<file path="src/rtl/cpu_state_reader_pkg.sv">
// Shared types and defaults for the CPU state read-out engine.
// The FSM encoding, target select codes and default bus widths live here.
package cpu_state_reader_pkg;

    localparam int DEF_DATA_WIDTH = 32;
    localparam int DEF_ADDR_WIDTH = 8;
    localparam int DEF_FIFO_DEPTH = 2;

    localparam logic SEL_REG = 1'b0;
    localparam logic SEL_MEM = 1'b1;

    typedef enum logic [2:0] {
        ST_IDLE  = 3'd0,
        ST_HALT  = 3'd1,
        ST_READ  = 3'd2,
        ST_DRAIN = 3'd3,
        ST_DONE  = 3'd4
    } state_t;

endpackage

</file>
<file path="src/rtl/cpu_state_reader_fifo.sv">
// Small first-word-fall-through FIFO for {addr, last, data} entries.
// The head entry is visible combinationally; push and pop may coincide at any occupancy.
module cpu_state_reader_fifo #(
    parameter int WIDTH = 41,
    parameter int DEPTH = 2
) (
    input  logic                     clock,
    input  logic                     reset,
    input  logic                     push,
    input  logic [WIDTH-1:0]         push_data,
    input  logic                     pop,
    output logic [WIDTH-1:0]         head,
    output logic [$clog2(DEPTH):0]   count
);

    localparam int PTR_W = $clog2(DEPTH);
    localparam int CNT_W = PTR_W + 1;

    logic [WIDTH-1:0] mem_reg [DEPTH];
    logic [PTR_W-1:0] wr_ptr_reg;
    logic [PTR_W-1:0] rd_ptr_reg;
    logic [CNT_W-1:0] count_reg;
    logic             do_pop;

    assign do_pop = pop && (count_reg != '0);
    assign head   = mem_reg[rd_ptr_reg];
    assign count  = count_reg;

    // Depth is a power of two, so the pointers wrap on their own.
    always_ff @(posedge clock) begin
        if (!reset) begin
            wr_ptr_reg <= '0;
            rd_ptr_reg <= '0;
            count_reg  <= '0;
            for (int i = 0; i < DEPTH; i++) begin
                mem_reg[i] <= '0;
            end
        end else begin
            if (push) begin
                mem_reg[wr_ptr_reg] <= push_data;
                wr_ptr_reg          <= wr_ptr_reg + PTR_W'(1);
            end
            if (do_pop) begin
                rd_ptr_reg <= rd_ptr_reg + PTR_W'(1);
            end
            case ({push, do_pop})
                2'b10:   count_reg <= count_reg + CNT_W'(1);
                2'b01:   count_reg <= count_reg - CNT_W'(1);
                default: count_reg <= count_reg;
            endcase
        end
    end

endmodule

</file>
<file path="src/rtl/cpu_state_reader.sv">
// Debug read-out engine: freezes the CPU, reads a range of register-file or
// data-memory words through a synchronous read port and streams them out.
module cpu_state_reader
    import cpu_state_reader_pkg::*;
#(
    parameter int DATA_WIDTH = DEF_DATA_WIDTH,
    parameter int ADDR_WIDTH = DEF_ADDR_WIDTH,
    parameter int FIFO_DEPTH = DEF_FIFO_DEPTH
) (
    input  logic                    clock,
    input  logic                    reset,
    input  logic                    cmd_valid,
    output logic                    cmd_ready,
    input  logic                    cmd_sel,
    input  logic [ADDR_WIDTH-1:0]   cmd_base,
    input  logic [ADDR_WIDTH:0]     cmd_count,
    output logic                    cpu_hold,
    output logic                    rd_en,
    output logic                    rd_sel,
    output logic [ADDR_WIDTH-1:0]   rd_addr,
    input  logic [DATA_WIDTH-1:0]   rd_data,
    output logic                    out_valid,
    input  logic                    out_ready,
    output logic [DATA_WIDTH-1:0]   out_data,
    output logic [ADDR_WIDTH-1:0]   out_addr,
    output logic                    out_last,
    output logic                    done
);

    localparam int CNT_W   = $clog2(FIFO_DEPTH) + 1;
    localparam int ENTRY_W = ADDR_WIDTH + 1 + DATA_WIDTH;

    state_t                  state_reg;
    logic                    sel_reg;
    logic [ADDR_WIDTH-1:0]   base_reg;
    logic [ADDR_WIDTH:0]     count_reg;
    logic [ADDR_WIDTH:0]     issued_reg;
    logic                    inflight_reg;
    logic [ADDR_WIDTH-1:0]   land_addr_reg;
    logic                    land_last_reg;
    logic                    cmd_ready_reg;
    logic                    cpu_hold_reg;
    logic                    done_reg;

    logic [CNT_W-1:0]        fifo_count;
    logic [ENTRY_W-1:0]      fifo_head;
    logic [ENTRY_W-1:0]      fifo_in;
    logic                    fifo_empty;
    logic                    fifo_push;
    logic                    fifo_pop;
    logic [CNT_W:0]          occupancy;
    logic                    issue;
    logic                    last_issue;
    logic                    handshake;
    logic                    drained;
    logic [ADDR_WIDTH-1:0]   issue_addr;

    // Words already buffered plus the one still on its way back from the read port.
    assign fifo_empty = (fifo_count == '0);
    assign occupancy  = {1'b0, fifo_count} + {{CNT_W{1'b0}}, inflight_reg};
    assign issue      = (state_reg == ST_READ) && (issued_reg != count_reg)
                        && (occupancy < (CNT_W + 1)'(FIFO_DEPTH));
    assign issue_addr = base_reg + issued_reg[ADDR_WIDTH-1:0];
    assign last_issue = ((issued_reg + (ADDR_WIDTH + 1)'(1)) == count_reg);

    assign handshake  = out_valid && out_ready;
    assign drained    = (occupancy == {{CNT_W{1'b0}}, handshake});

    // A landing word bypasses the empty buffer when it is consumed on arrival.
    assign fifo_pop   = !fifo_empty && out_ready;
    assign fifo_push  = inflight_reg && !(fifo_empty && out_ready);
    assign fifo_in    = {land_addr_reg, land_last_reg, rd_data};

    cpu_state_reader_fifo #(
        .WIDTH (ENTRY_W),
        .DEPTH (FIFO_DEPTH)
    ) u_fifo (
        .clock     (clock),
        .reset     (reset),
        .push      (fifo_push),
        .push_data (fifo_in),
        .pop       (fifo_pop),
        .head      (fifo_head),
        .count     (fifo_count)
    );

    always_comb begin
        out_valid = !fifo_empty || inflight_reg;
        out_addr  = '0;
        out_last  = 1'b0;
        out_data  = '0;
        if (!fifo_empty) begin
            {out_addr, out_last, out_data} = fifo_head;
        end else if (inflight_reg) begin
            {out_addr, out_last, out_data} = fifo_in;
        end
    end

    assign rd_en     = issue;
    assign rd_sel    = sel_reg;
    assign rd_addr   = issue_addr;
    assign cmd_ready = cmd_ready_reg;
    assign cpu_hold  = cpu_hold_reg;
    assign done      = done_reg;

    always_ff @(posedge clock) begin
        if (!reset) begin
            state_reg     <= ST_IDLE;
            sel_reg       <= SEL_REG;
            base_reg      <= '0;
            count_reg     <= '0;
            issued_reg    <= '0;
            inflight_reg  <= 1'b0;
            land_addr_reg <= '0;
            land_last_reg <= 1'b0;
            cmd_ready_reg <= 1'b1;
            cpu_hold_reg  <= 1'b0;
            done_reg      <= 1'b0;
        end else begin
            inflight_reg <= issue;
            if (issue) begin
                issued_reg    <= issued_reg + (ADDR_WIDTH + 1)'(1);
                land_addr_reg <= issue_addr;
                land_last_reg <= last_issue;
            end

            case (state_reg)
                ST_IDLE: begin
                    if (cmd_valid) begin
                        sel_reg       <= cmd_sel;
                        base_reg      <= cmd_base;
                        count_reg     <= cmd_count;
                        issued_reg    <= '0;
                        cmd_ready_reg <= 1'b0;
                        cpu_hold_reg  <= 1'b1;
                        if (cmd_count == '0) begin
                            state_reg <= ST_DONE;
                            done_reg  <= 1'b1;
                        end else begin
                            state_reg <= ST_HALT;
                        end
                    end
                end
                // One quiet cycle so the CPU's in-flight write commits before reads start.
                ST_HALT: begin
                    state_reg <= ST_READ;
                end
                ST_READ: begin
                    if (issue && last_issue) begin
                        state_reg <= ST_DRAIN;
                    end
                end
                ST_DRAIN: begin
                    if (drained) begin
                        state_reg <= ST_DONE;
                        done_reg  <= 1'b1;
                    end
                end
                ST_DONE: begin
                    state_reg     <= ST_IDLE;
                    done_reg      <= 1'b0;
                    cpu_hold_reg  <= 1'b0;
                    cmd_ready_reg <= 1'b1;
                end
                default: begin
                    state_reg <= ST_IDLE;
                end
            endcase
        end
    end

endmodule

</file>
<file path="config.mk">
export PLATFORM = sky130hd
export DESIGN_NAME = cpu_state_reader
export DESIGN_NICKNAME = d
export VERILOG_FILES = /design/src/rtl/cpu_state_reader_pkg.sv /design/src/rtl/cpu_state_reader_fifo.sv /design/src/rtl/cpu_state_reader.sv
export SDC_FILE = /design/constraint.sdc
export NUM_CORES = 1
export LEC_CHECK = 0
export BUFFER_PORTS_ARGS = -buffer_cell sky130_fd_sc_hd__buf_2
export CAP_MARGIN = 5
export CORE_MARGIN = 3
export CORE_UTILIZATION = 57
export DETAILED_ROUTE_END_ITERATION = 7
export GPL_TIMING_DRIVEN = 0
export MAX_ROUTING_LAYER = met4
export PLACE_DENSITY = 0.92
export SLEW_MARGIN = 20
export SYNTH_ARGS = -nofsm -noshare
export SYNTH_HDL_FRONTEND = slang
export SYNTH_SLANG_ARGS = --single-unit
</file>
<file path="constraint.sdc">
create_clock -name clock -period 5.28 [get_ports clock]
set_clock_uncertainty 0.05 [all_clocks]
set_input_delay 0.264 -clock clock [delete_from_list [all_inputs] [get_ports clock]]
set_output_delay 0.264 -clock clock [all_outputs]
set_load 0.02 [all_outputs]
</file>
==> results of run 1 <==
## kinds of logic (layout without fill, tap and decap cells)
group,after synthesis,count (layout),share of synthesized area
mux,48,48,0.0744
flops,130,130,0.530
xor+xnor,34,34,0.0473
compound gates,95,95,0.0858
simple gates,248,248,0.202
other cells,0,1,0
buf+inv,55,197,0.0341
fa+ha+maj,13,13,0.0264
## final cells by class
class,instances,area share
clock buffer,17,0.0539
buffer,42,0.0217
antenna,1,0.000317
clock inverter,15,0.0292
sequential,130,0.434
timing repair buffer,110,0.0745
inverter,13,0.00618
tap,140,0.0222
multi-input combinational,438,0.358
## how the worst min path moves through the flow
stage                startpoint           to  slack (ns)
floorplan           cmd_base[0]  base_reg[0]        0.35
global route        cmd_base[7]  base_reg[7]        0.03
finish              cmd_base[1]  base_reg[1]        0.04
detailed placement  base_reg[0]  base_reg[0]        0.41
CTS                 cmd_base[7]  base_reg[7]        0.02
global placement      cmd_ready    cmd_ready        0.38
## per-stage QoR
| stage | power (mW) | setup WS, ns | cells |
|---|---|---|---|
| 2_1_floorplan | 1.75 | 1.04 | 623 |
| 3_3_place_gp | 1.94 | -0.565 | 871 |
| 3_5_place_dp | 1.98 | 3.00 | 873 |
| 4_1_cts | 3.28 | 2.51 | 905 |
| 5_1_grt | 3.41 | 2.41 | 906 |
| 6_report | 3.28 | 2.50 | 906 |
## synthesized netlist by cell type (8+ instances only)
cell type / instances / area, um^2
a21oi_1: 29 / 145
and2_1: 88 / 551
buf_1: 8 / 30.0
clkbuf_1: 28 / 105
dfxtp_1: 48 / 961
edfxtp_1: 82 / 2460
ha_1: 12 / 150
inv_1: 13 / 48.8
mux2i_1: 48 / 480
nand2_1: 50 / 188
nand3_1: 47 / 235
nor2_1: 31 / 116
o21ai_0: 46 / 230
xnor2_1: 20 / 175
xor2_1: 13 / 114
## critical path, delay by kind of cell, from the launching register on
kind	cells	cell delay, ns
compound gates	1	0.29
fa+ha+maj	2	0.46
buf+inv	2	0.27
flops	1	0.37
simple gates	3	0.66
## cell usage in the layout (no fill, tap or decap), types with 4 or more instances in the layout
master / n
buf_2: 113
nand3_1: 47
dfxtp_1: 48
bufinv_16: 5
and2_1: 88
and3_1: 4
xor2_1: 13
clkbuf_16: 17
clkbuf_1: 28
o21ai_0: 45
edfxtp_1: 82
nand4_1: 4
nor2_1: 31
buf_1: 8
nor3_1: 6
a21oi_1: 29
xnor2_1: 20
mux2i_1: 48
inv_1: 13
nand2_1: 50
ha_1: 12
## where the power goes
group	internal [mW]	total, mW	switching, mW	leakage, nW
Sequential	1.17	1.22	0.0526	1.24
Clock	0.843	1.30	0.457	0.310
Combinational	0.262	0.755	0.493	1.60
## layer usage
layer / part of all wire / global-route usage / wire, um
met1: 0.39 / 0.316 / 6090
met2: 0.52 / 0.438 / 8120
met3: 0.069 / 0.0550 / 1080
met4: 0.024 / 0.0938 / 381
met5: 0 / - / 0
==> flow_metrics.tcl, run 1 <==
set metrics [dict create \
    antenna_left 0 \
    holdBufCountCts 0 \
    hold_depth 3 \
    port_buffers 108 \
    yosysSeqAreaShare 0.530 \
    period_minus_slack_ns 2.78 \
    utilization 0.722 \
    syn_area_per_cell_um2 10.4 \
    nets 819 \
    chipHeight_um 112 \
    finalInstanceArea_mm2 0.00789 \
    vias 5223 \
    h-tree-depth 4 \
    hold_class "input pin to flip-flop" \
    yosys_warnings 0 \
    p_leak_nw 3.14 \
    clock_latency_ns 0.41 \
    drt-initial-drc-count 361 \
    cts_root_buf "clkbuf_16" \
    gp_congestion 0.898 \
    path_class "flip-flop to output port" \
    peakVddDrop_mv 0.255 \
    first_pass_iters 5 \
    grt_setup_unrepaired "no" \
    area_growth_pct 22.2 \
    r2r_end "u_fifo.mem_reg[0][34]" \
    numCtsBuffers 17 \
    die_w_um 112 \
    ys_types 48 \
    grt_max_degree 26 \
    start_kind "flip-flop" \
    cts.clk_slew.worst_paths_ns 0.06 \
    setup_violations 0 \
    synth_seq_cells 130 \
    critPathArrivalTime_ns 2.47 \
    cts.sinks 130 \
    cp_data_required_time_ns 4.97 \
    crit_start "issued_reg[0]" \
    syn-cell-area_mm2 0.00646 \
    rrSetupSlack_ns 2.96 \
    multi_input_area_mm2 0.00283 \
    drc 0 \
    hold_viol_final 0 \
    seq_area_mm2 0.00342 \
    synthCells 623 \
    rows 38 \
    vias_per_cell 5.76 \
    period_share 0.527 \
    die_area_mm2 0.0126 \
    synthFlopType "edfxtp_1" \
    ys_async_sr_fraction 0 \
    cts_buffer_depth 2 \
    wl_per_cell_um 17.3 \
    endpoint "rd_addr[6]" \
    r2r_start "inflight_reg" \
    cts_resized 0 \
    place_area_mm2 0.00723 \
    status "completed" \
    ios 109 \
    drive_gt1_frac 0.208 \
    grt_pass1_vias 5243 \
    maxCapViolCount 0 \
    cp_cell_sequence "ha_1, inv_1, fa_1, nor2b_1, o31a_1, or4_1, nand3_1, buf_2" \
    antenna_found_initial 1 \
    cts_tree "built" \
    start_util 0.591 \
    wirelength_um 15700 \
    grt_pass1_wl_um 25800 \
    cp_slowest_cell "or4_1" \
    r2r_cells 6 \
    slew_headroom 0.480 \
    pwr_density_cell_mw_per_mm2 415 \
    hold_slack_ns 0.0395 \
    syn-num-nets 690 \
    cp_max_fo 5 \
    finalSetupTns_ns 0 \
    fillerInstances 735 \
    largest_register_ffs 82 \
    hpwl_um 10600 \
    tightest_slew_ns 0.780 \
    slowest_delay_ns 0.42 \
    grtUsageTotal 0.262 \
    post-cts-setup-buffer-count 0 \
    core_area_mm2 0.0109 \
    end_kind "output port" \
    timing.fmax_ghz 0.359 \
    finalMaxSlewViolations 0 \
    synth_edf_count 82 \
    gr-total-overflow 0 \
]
Power figures use the tool's default switching activity.
==> inputs of run 2 (changes only) <==
--- a/config.mk
+++ b/config.mk
@@ -8,11 +8,11 @@
 export BUFFER_PORTS_ARGS = -buffer_cell sky130_fd_sc_hd__buf_2
 export CAP_MARGIN = 5
 export CORE_MARGIN = 3
-export CORE_UTILIZATION = 57
+export CORE_UTILIZATION = 51
 export DETAILED_ROUTE_END_ITERATION = 7
 export GPL_TIMING_DRIVEN = 0
 export MAX_ROUTING_LAYER = met4
-export PLACE_DENSITY = 0.92
+export PLACE_DENSITY = 0.87
 export SLEW_MARGIN = 20
 export SYNTH_ARGS = -nofsm -noshare
 export SYNTH_HDL_FRONTEND = slang
==> constraint.sdc (replaced) <==
create_clock -name clock -period 2.3 [get_ports clock]
set_clock_uncertainty 0.05 [all_clocks]
set_input_delay 0.115 -clock clock [delete_from_list [all_inputs] [get_ports clock]]
set_output_delay 0.115 -clock clock [all_outputs]
set_load 0.02 [all_outputs]
==> flow_metrics.tcl, run 2 (synthesized netlist as in run 1, its figures left out) <==
set metrics [dict create \
    pwr_density_cell_mw_per_mm2 862 \
    cp_data_required_time_ns 2.13 \
    place_area_mm2 0.00725 \
    hold_class "input pin to flip-flop" \
    hpwl_um 10000 \
    cp_max_fo 5 \
    diodes 0 \
    grt_setup_unrepaired "yes" \
    slew_headroom 0.428 \
    final_cell_mix "buf_2, and2_1, edfxtp_1, dlygate4sd3_1, nand2_1" \
    cts_buffer_depth 2 \
    grt_busiest_layer "met2" \
    period_share 1.06 \
    core_area_mm2 0.0122 \
    vias 5354 \
    drive_gt1_frac 0.225 \
    use_met2 0.423 \
    vias_per_cell 5.42 \
    drt-initial-drc-count 500 \
    grt_pass1_vias 5371 \
    antenna_found_initial 0 \
    use_met3 0.0526 \
    cts_root_buf "clkbuf_16" \
    utilization 0.692 \
    die_area_mm2 0.0140 \
    end_kind "output port" \
    cp_cell_sequence "ha_2, inv_1, fa_2, nor2b_1, o31a_1, or4_4, nand3_2, buf_4" \
    timing.fmax_ghz 0.412 \
    place_ws_ns -0.227 \
    met1_usage 0.279 \
    gp_congestion 0.871 \
    port_buffers 108 \
    period_minus_slack_ns 2.43 \
    wl_per_cell_um 16.7 \
    setup_violations 3 \
    largest_register_ffs 82 \
    rows 40 \
    fin_cells 987 \
    nets 873 \
    start_util 0.529 \
    cts.sinks 130 \
    path_class "flip-flop to output port" \
    critPathArrivalTime_ns 2.26 \
    power.total_mw 7.29 \
    first_pass_iters 5 \
    hold_viol_final 0 \
    antenna_left 0 \
    finalSetupTns_ns -0.167 \
    cts_tree "built" \
    finalMaxSlewViolations 0 \
    maxCapViolCount 0 \
    chipHeight_um 119 \
    slowest_delay_ns 0.43 \
    hold_slack_ns 0.216 \
    gr-total-overflow 0 \
    layout_commonest_cell "buf_2" \
    tightest_slew_ns 0.858 \
    peakVddDrop_mv 0.565 \
    status "complete, but fails checks" \
    h-tree-depth 4 \
    finalInstanceArea_mm2 0.00846 \
    cp_slowest_cell "or4_4" \
    numCtsBuffers 17 \
    p_leak_nw 3.40 \
    start_kind "flip-flop" \
    failed_checks "negative setup slack" \
    grt_max_degree 42 \
    area_growth_pct 30.9 \
    cts.clk_slew.worst_paths_ns 0.05 \
    setup_slack_ns -0.129 \
    drc 0 \
    wirelength_um 16500 \
    grt_pass1_wl_um 26600 \
    clock_latency_ns 0.41 \
    grtUsageTotal 0.241 \
    ios 109 \
    fillerInstances 870 \
    die_w_um 119 \
    dp_cells 900 \
]
[run 2: critical path: cells and delay by family (launching register included)]
family	cells	cell delay, ns
simple gates	3	0.60
buf+inv	2	0.21
flops	1	0.35
compound gates	1	0.29
fa+ha+maj	2	0.40
[run 2: worst paths after layout]
check                                    from                end  slack [ns]  cells past startpoint
worst max-delay path            issued_reg[0]         rd_addr[6]       -0.13                      8
worst min register to register         rd_sel             rd_sel        0.41                      2
worst min-delay path                out_ready  u_fifo.wr_ptr_reg        0.22                      5
worst max register to register  issued_reg[0]   land_addr_reg[6]        0.13                     10
[run 2: per-layer routing]
metal | up-vias | share of wire | wire [um]
li1 | 2566 | - | -
met1 | 2576 | 0.40 | 6620
met2 | 189 | 0.52 | 8580
met3 | 23 | 0.064 | 1060
met4 | 0 | 0.014 | 227
met5 | - | 0 | 0
[run 2: layout make-up]
type                            instances  area, um^2  area share
Buffer                                 40         186      0.0220
Clock buffer                           20         437      0.0516
Clock inverter                         12         140      0.0166
Inverter                               13        48.8     0.00577
Multi-Input combinational cell        440        2890       0.342
Sequential cell                       130        3430       0.406
Tap cell                              168         210      0.0249
Timing Repair Buffer                  164        1110       0.131
[run 2: power by group]
group	internal (mW)	switching (mW)	total, mW
sequential	2.69	0.132	2.82
combinational	0.702	1.14	1.84
clock	1.68	0.945	2.63
total	5.07	2.22	7.29
[run 2: timing repair]
action / CTS / global route
hold buffers: 51 / 0
endpoints found under the setup margin: 86 / 135
hold endpoints to repair: 83 / 0
gates resized for setup: 16 / 21
gates cloned: 0 / 2
pin swaps: 1 / 2
buffers inserted: 2 / 2
